<file path="config.mk">
export PLATFORM = sky130hd
export DESIGN_NAME = imem_loader
export DESIGN_NICKNAME = d
export VERILOG_FILES = /design/src/rtl/imem_loader.sv
export SDC_FILE = /design/constraint.sdc
export NUM_CORES = 1
export LEC_CHECK = 0
export BUFFER_PORTS_ARGS = -buffer_cell sky130_fd_sc_hd__buf_2
export CORE_UTILIZATION = 50
export DETAILED_ROUTE_END_ITERATION = 7
export GPL_ROUTABILITY_DRIVEN = 1
export GPL_TIMING_DRIVEN = 0
export PLACE_DENSITY_LB_ADDON = 0.1
export SYNTH_ARGS = -nofsm -noshare
export SYNTH_HDL_FRONTEND = slang
export SYNTH_SLANG_ARGS = --single-unit
</file>
<file path="constraint.sdc">
create_clock -name clk -period 2.85 [get_ports clk]
set_input_delay 0.1425 -clock clk [delete_from_list [all_inputs] [get_ports clk]]
set_output_delay 0.1425 -clock clk [all_outputs]
set_load 0.03 [all_outputs]
</file>
<file path="src/rtl/imem_loader.sv">
// imem_loader: packs a byte stream into 32-bit little-endian words for the instruction
// memory and holds the core in reset until a full image has loaded. Macro: CHECKSUM_EN.
module imem_loader #(
    parameter int ADDR_W = 10
) (
    input  logic        clk,
    input  logic        rst,
    input  logic        start,
    input  logic        s_valid,
    input  logic [7:0]  s_data,
    output logic        s_ready,
    output logic        mem_we,
    output logic [31:0] mem_addr,
    output logic [31:0] mem_wdata,
    output logic        core_rst,
    output logic        busy,
    output logic        done,
    output logic        error
);

    typedef enum logic [2:0] {
        ST_IDLE,
        ST_HDR0,
        ST_HDR1,
        ST_DATA,
`ifdef CHECKSUM_EN
        ST_CSUM,
`endif
        ST_DONE,
        ST_ERR
    } state_e;

    typedef struct packed {
        logic        we;
        logic [31:0] addr;
        logic [31:0] wdata;
    } wr_t;

    // State entered once the data section (or an empty header) completes.
`ifdef CHECKSUM_EN
    localparam state_e ST_TAIL = ST_CSUM;
`else
    localparam state_e ST_TAIL = ST_DONE;
`endif

    localparam logic [16:0] CAP = 17'(2 ** ADDR_W);

    state_e              state_q, state_d;
    logic [7:0]          hdr_lo_q;
    logic [16:0]         words_left_q;
    logic [ADDR_W-1:0]   word_idx_q;
    logic [1:0]          byte_idx_q;
    logic [23:0]         wbuf_q;
    wr_t                 wr_q;
    logic                s_ready_q;
    logic                busy_q;
    logic                done_q;
    logic                error_q;
    logic                core_rst_q;

    logic                xfer;
    logic                start_load;
    logic [15:0]         hdr_n;
    logic                hdr_too_big;
    logic                word_done;
    logic                nxt_busy;

    assign xfer        = s_valid && s_ready_q;
    assign start_load  = start && (state_q == ST_IDLE || state_q == ST_DONE || state_q == ST_ERR);
    assign hdr_n       = {s_data, hdr_lo_q};
    assign hdr_too_big = {1'b0, hdr_n} > CAP;
    assign word_done   = xfer && (state_q == ST_DATA) && (byte_idx_q == 2'd3);

`ifdef CHECKSUM_EN
    logic [7:0] sum_q;
    logic [7:0] sum_d;
    assign sum_d = sum_q + s_data;
`endif

    always_comb begin
        state_d = state_q;
        case (state_q)
            ST_IDLE, ST_DONE, ST_ERR: begin
                if (start) state_d = ST_HDR0;
            end
            ST_HDR0: begin
                if (xfer) state_d = ST_HDR1;
            end
            ST_HDR1: begin
                if (xfer) begin
                    if (hdr_n == 16'd0)   state_d = ST_TAIL;
                    else if (hdr_too_big) state_d = ST_ERR;
                    else                  state_d = ST_DATA;
                end
            end
            ST_DATA: begin
                if (word_done && words_left_q == 17'd1) state_d = ST_TAIL;
            end
`ifdef CHECKSUM_EN
            ST_CSUM: begin
                if (xfer) state_d = (sum_d == 8'd0) ? ST_DONE : ST_ERR;
            end
`endif
            default: state_d = ST_IDLE;
        endcase
    end

    assign nxt_busy = (state_d == ST_HDR0) || (state_d == ST_HDR1) ||
`ifdef CHECKSUM_EN
                      (state_d == ST_CSUM) ||
`endif
                      (state_d == ST_DATA);

    // Status outputs are decoded from the next state so they are registered
    // and line up with the state register.
    always_ff @(posedge clk or negedge rst) begin
        if (!rst) begin
            state_q      <= ST_IDLE;
            hdr_lo_q     <= '0;
            words_left_q <= '0;
            word_idx_q   <= '0;
            byte_idx_q   <= '0;
            wbuf_q       <= '0;
            wr_q         <= '0;
            s_ready_q    <= 1'b0;
            busy_q       <= 1'b0;
            done_q       <= 1'b0;
            error_q      <= 1'b0;
            core_rst_q   <= 1'b0;
`ifdef CHECKSUM_EN
            sum_q        <= '0;
`endif
        end else begin
            state_q    <= state_d;
            s_ready_q  <= nxt_busy;
            busy_q     <= nxt_busy;
            done_q     <= (state_d == ST_DONE);
            error_q    <= (state_d == ST_ERR);
            core_rst_q <= (state_d == ST_DONE);
            wr_q.we    <= 1'b0;

            if (start_load) begin
                word_idx_q   <= '0;
                byte_idx_q   <= '0;
                words_left_q <= '0;
`ifdef CHECKSUM_EN
                sum_q        <= '0;
`endif
            end

            if (xfer) begin
`ifdef CHECKSUM_EN
                sum_q <= sum_d;
`endif
                case (state_q)
                    ST_HDR0: hdr_lo_q     <= s_data;
                    ST_HDR1: words_left_q <= {1'b0, hdr_n};
                    ST_DATA: begin
                        byte_idx_q <= byte_idx_q + 2'd1;
                        case (byte_idx_q)
                            2'd0: wbuf_q[7:0]   <= s_data;
                            2'd1: wbuf_q[15:8]  <= s_data;
                            2'd2: wbuf_q[23:16] <= s_data;
                            default: begin
                                wr_q.we      <= 1'b1;
                                wr_q.addr    <= 32'({word_idx_q, 2'b00});
                                wr_q.wdata   <= {s_data, wbuf_q};
                                word_idx_q   <= word_idx_q + 1'b1;
                                words_left_q <= words_left_q - 17'd1;
                            end
                        endcase
                    end
                    default: ;
                endcase
            end
        end
    end

    assign s_ready   = s_ready_q;
    assign mem_we    = wr_q.we;
    assign mem_addr  = wr_q.addr;
    assign mem_wdata = wr_q.wdata;
    assign core_rst  = core_rst_q;
    assign busy      = busy_q;
    assign done      = done_q;
    assign error     = error_q;

endmodule
</file>
Word-level counts from Yosys, hierarchy flattened
Cells that the tools add are included.

Register bits: 110. Logic and storage cells: 73.

Reductions and logical operators: 19. Multiplexer cells: 21. Equal/unequal tests: 14. Add/subtract/negate cells: 3. Bitwise logic cells: 1. $lt $le $gt $ge: 1.

Operators with widths (count): $mux 65 (3); $mux 17 (3); $mux 10 (4); $pmux 17 s2 (1); $mux 3 (6); $eq 17x1->1 const B (1); $sub 17x1->17 const B (1); $gt 16x11->1 const B (1); $logic_not 16->1 (1); $eq 3x2->1 const B (4); $eq 3x3->1 const B (4); $pmux 3 s4 (1); $reduce_and 3->1 (4); $add 10x1->10 const B (1); $eq 3x1->1 const B (2); $mux 2 (3); $reduce_or 3->1 (2); $logic_and 1x1->1 (5); $eq 2x2->1 const B (2); $logic_or 1x1->1 (4); $logic_not 3->1 (1); $add 2x1->2 const B (1); $eq 2x1->1 const B (1); $logic_not 2->1 (1); other kinds (2) (2).

Depth between registers and ports, before layout
Depth in word-level cells: 9. Gate-level depth with buffers: 8.

Worst setup path before layout
No wires, ideal clock.

Path type: reg-to-reg. From: reg byte_idx_q[0]. To: reg words_left_q[15]. Stages on the path, launching flop included: 7. Slack: 780 ps. Period minus slack after synthesis: 2070 ps. Path buffers: 0. Arrival: 1988 ps. Path through: dfrtp_1 ha_1 or4b_4 or4_4 nor4_4 a32oi_1 o21ai_0.

Word-level cells in the longest chain between the ends: 5. Elaborated cells between the ends (all ways): 7. Classes of those cells: eq/ne: 2; mux: 3; reduce/logical: 2.

RTL lines: from (decl) (RTL line 52) `logic [1:0] byte_idx_q;`; from (signal assigned) (RTL line 159) `byte_idx_q <= byte_idx_q + 2'd1;`; $eq 2x2->1, or another cell as far along (RTL line 160) `case (byte_idx_q)`; $reduce_or 3->1 (no source line) *; $mux 17 * (RTL line 160); $pmux 17 s2 * (RTL line 155) `case (state_q)`; $mux 17 * (RTL line 151) `if (xfer) begin`; to (signal assigned) (RTL line 157) `ST_HDR1: words_left_q <= {1'b0, hdr_n};`; to (signal assigned) (RTL line 169) `words_left_q <= words_left_q - 17'd1;`; to (decl) (RTL line 50) `logic [16:0] words_left_q;`.

Every way passes the cells marked *; elsewhere a longest branch is shown, timed or not. A chain may end at the register's enable or synchronous reset.

Worst setup path after layout
From: reg state_q[1]. To: reg words_left_q[8].

Word-level cells in the longest chain between the ends: 8. Elaborated cells between the ends (all ways): 12. Classes of those cells: eq/ne: 4; mux: 4; reduce/logical: 4.

RTL lines: from (decl) (RTL line 48) `state_e state_q, state_d;`; from (signal assigned) (RTL line 134) `state_q <= state_d;`; $eq 3x3->1 / $logic_not 3->1 (equally long branches) (RTL line 69) `assign start_load = start && (state_q == ST_IDLE || state_q == ST_DONE || state_q == ST_ERR);`; $logic_or 1x1->1 (2 in series) (RTL line 69); $logic_and 1x1->1 (RTL line 69); $mux 17 (RTL line 142) `if (start_load) begin`; $mux 17 (RTL line 160); $pmux 17 s2 (RTL line 155); $mux 17 * (RTL line 151).

Marked as above.

==> metrics <==
drt via density approximately 5.3; Clock Skews ~13 ps; GRT Residual Overflow 0; status finished, final reports clean; largest cells by area after synthesis dfrtp_1 (54%), nand2_1 (11%), mux2_2 (7.1%); CTS max path bufs 2; Worst Max-Slew Pin Slew 749 ps; Critical-path top delay cell clkbuf_1; max-slew violation count 0; vias in the first global route approximately 3600; final hold slack 78.7 ps; Avg Cell Area, Syn about 10 µm²; area of placed instances roughly 5600 µm²; DIE AREA between 10000 and 15000 µm²; area delta synth->final 15.3%; routability cong. 0.855; core area around 9800 µm²; Worst-Skew Late Latency around 380 ps; vias 3879; ys async rst share 100%; Tot Pwr between 5 and 6 mW; post-DR wirelength/cell 15.4 µm; initial antenna violation count 0; ys flop type dfrtp_1; maximum VDD drop between 400 and 500 µV; Yosys top cell area share between 50% and 60%; Max Cap Violations 0; drt drc 0; Worst Slack Setup Final roughly 430 ps; met1 WL roughly 5300 µm; max incr delay on CP 510 ps; final period utilization between 80% and 90%; Worst setup SP type flip-flop; CTS tree done; nets@finish slightly above 600; Arr. time, crit path between 2000 and 3000 ps; #FFs+latches synth 110; Syn. warnings 0; Initial Util between 50% and 60%; Mapped Cells 501; Ports 82; port bufs slightly below 60; CTS clock-pin slew for the worst setup and hold paths 110 ps; crit-path most repeated cell clkbuf_1; WL met2 5220 µm; Finished Core Util between 50 and 60%; first-pass GRT wire length roughly 18000 µm; crit path time final ~2400 ps; H-tree depth 3; Hold Violations, Final 0; n_diodes 0; uppermost routed layer met4; Die Span X roughly 100 µm; Slew HR between 50% and 60%; maximum net fanout on the critical path 10; crit-path cells buf_2, and3b_1, nand3_1, clkbuf_1, clkbuf_1, nor2_1, o21ai_0, o211ai_1; root buf cell clkbuf_8; most instantiated cells after synthesis nand2_1 (155), dfrtp_1 (110), mux2_2 (32); postcts setup bufs 0; final setup violating endpoints 0; post-synthesis cell area roughly 5000 µm²; Die Ht roughly 100 µm; sequential fraction of the synthesis area 54.4%; RSZ-0062 raised after global routing false; Setup TNS Final 0 ps; fill count a little under 900; drt pass-1 iters 4; power per cell area between 800 and 900 nW/µm²; Post-synth EDFFs 0; Fmax achieved slightly above 400 MHz; post-detail-place hpwl 7840 µm; Synth area leader dfrtp_1; Cells after DPL 714; Rows 36; Post-Layout Cell Count 731; CTS buffer count 9; post-synthesis cell type count between 50 and 60; final wirelength about 11000 µm; most frequent cell after synthesis nand2_1; share of cells above drive strength 1 between 20% and 30%; Detail Route Antenna Nets 0; post-route cell area 5840 µm²; pin count of the biggest net entering global routing approximately 70; Crit Path Class reg -> reg; starting DRC count in detailed routing between 200 and 250; critical path required time about 3100 ps; metal3 WL slightly below 600 µm; DP Worst Slack 488 ps; clk sinks 110; CP endpoint kind flip-flop; static leakage roughly 3 nW; min-delay worst type in -> reg; gr usage total a little under a quarter
-- report_power, final --
| group | switching [mW] | internal [mW] | leakage [nW] |
|---|---|---|---|
| clock | 0.599 | 0.347 | 0.0979 |
| combinational | 1.04 | 0.702 | 1.44 |
| sequential | 0.350 | 1.99 | 1.47 |
-- metal layers --
| metal | track usage [%] | vias up |
|---|---|---|
| met3 | 4.61 | 15 |
| met2 | 35.8 | 102 |
| met4 | 7.25 | 0 |
| li1 | - | 1867 |
| met1 | 32.8 | 1895 |
| met5 | 0 | - |
-- cells by family (layout without fill, tap and decap cells) --
group,after synthesis,in the layout,share of synthesized area [%]
AND/OR/NAND/NOR,229,229,20.8
multiplexers,33,33,7.32
XOR/XNOR,3,3,0.519
buffers and inverters,48,124,5.39
other,1,22,0.0741
adder cells (fa/ha/maj),8,8,1.98
flip-flops,110,110,54.4
AO/OA/AOI/OAI,69,69,9.52
-- worst max-delay path: cells and delay by family, from the launching register on --
family	cells	cell delay (ps)
buf+inv	3	1170
simple gates	3	460
flops	1	410
compound gates	2	260
-- path summary, 6_finish.rpt --
kind                                   end        from  cells after the start  slack (ps)
setup / recovery           words_left_q[8]  state_q[1]                      8         430
hold / removal                       error       start                      3          80
setup reg to reg           words_left_q[8]  state_q[1]                      8         430
hold reg to reg              mem_wdata[14]  wbuf_q[14]                      2         470
max in group asynchronous  words_left_q[0]         rst                      3        1830
min in group asynchronous     mem_wdata[7]         rst                      2         300
-- state kept, by name, summed over array words and instances (netlist names) --
name and count:
mem_we 1, byte_idx_q 2, wbuf_q 24, words_left_q 17, word_idx_q 10, core_rst 1
mem_addr 10, hdr_lo_q 8, busy 1, mem_wdata 32, state_q 3, error 1
-- what timing repair did --
action                     4_1_cts  5_1_grt
gates resized for setup          0        0
setup endpoints to repair        0        0
hold buffers                     1        0
hold endpoints to repair        43        0
-- layout by cell type (no fill, tap or decap), types with 4 or more instances in the layout --
master    instances
buf_2            59
buf_4            25
ha_1              8
nor3_1            7
mux2_2           32
clkbuf_1         14
a21oi_1           9
nand3_1          13
inv_1             6
a221o_1           4
clkbuf_8          9
nand2_1         155
o21ai_0          22
o211ai_1         10
nor2_1           13
dfrtp_1         110
conb_1           22
nor4_1            5
or4_4             4
or3_1             4
-- final cells by class --
type                    count  area (µm²)  area share, %
plain buffers              41         246           4.22
clock buffers               9         124           2.12
clock inverters             7        77.6           1.33
inverters                   7        26.3          0.450
multi-input cells         364        2120           36.2
flip-flops and latches    110        2750           47.1
well taps                 133         166           2.85
repair buffers             60         330           5.66
Power figures use the tool's default switching activity.
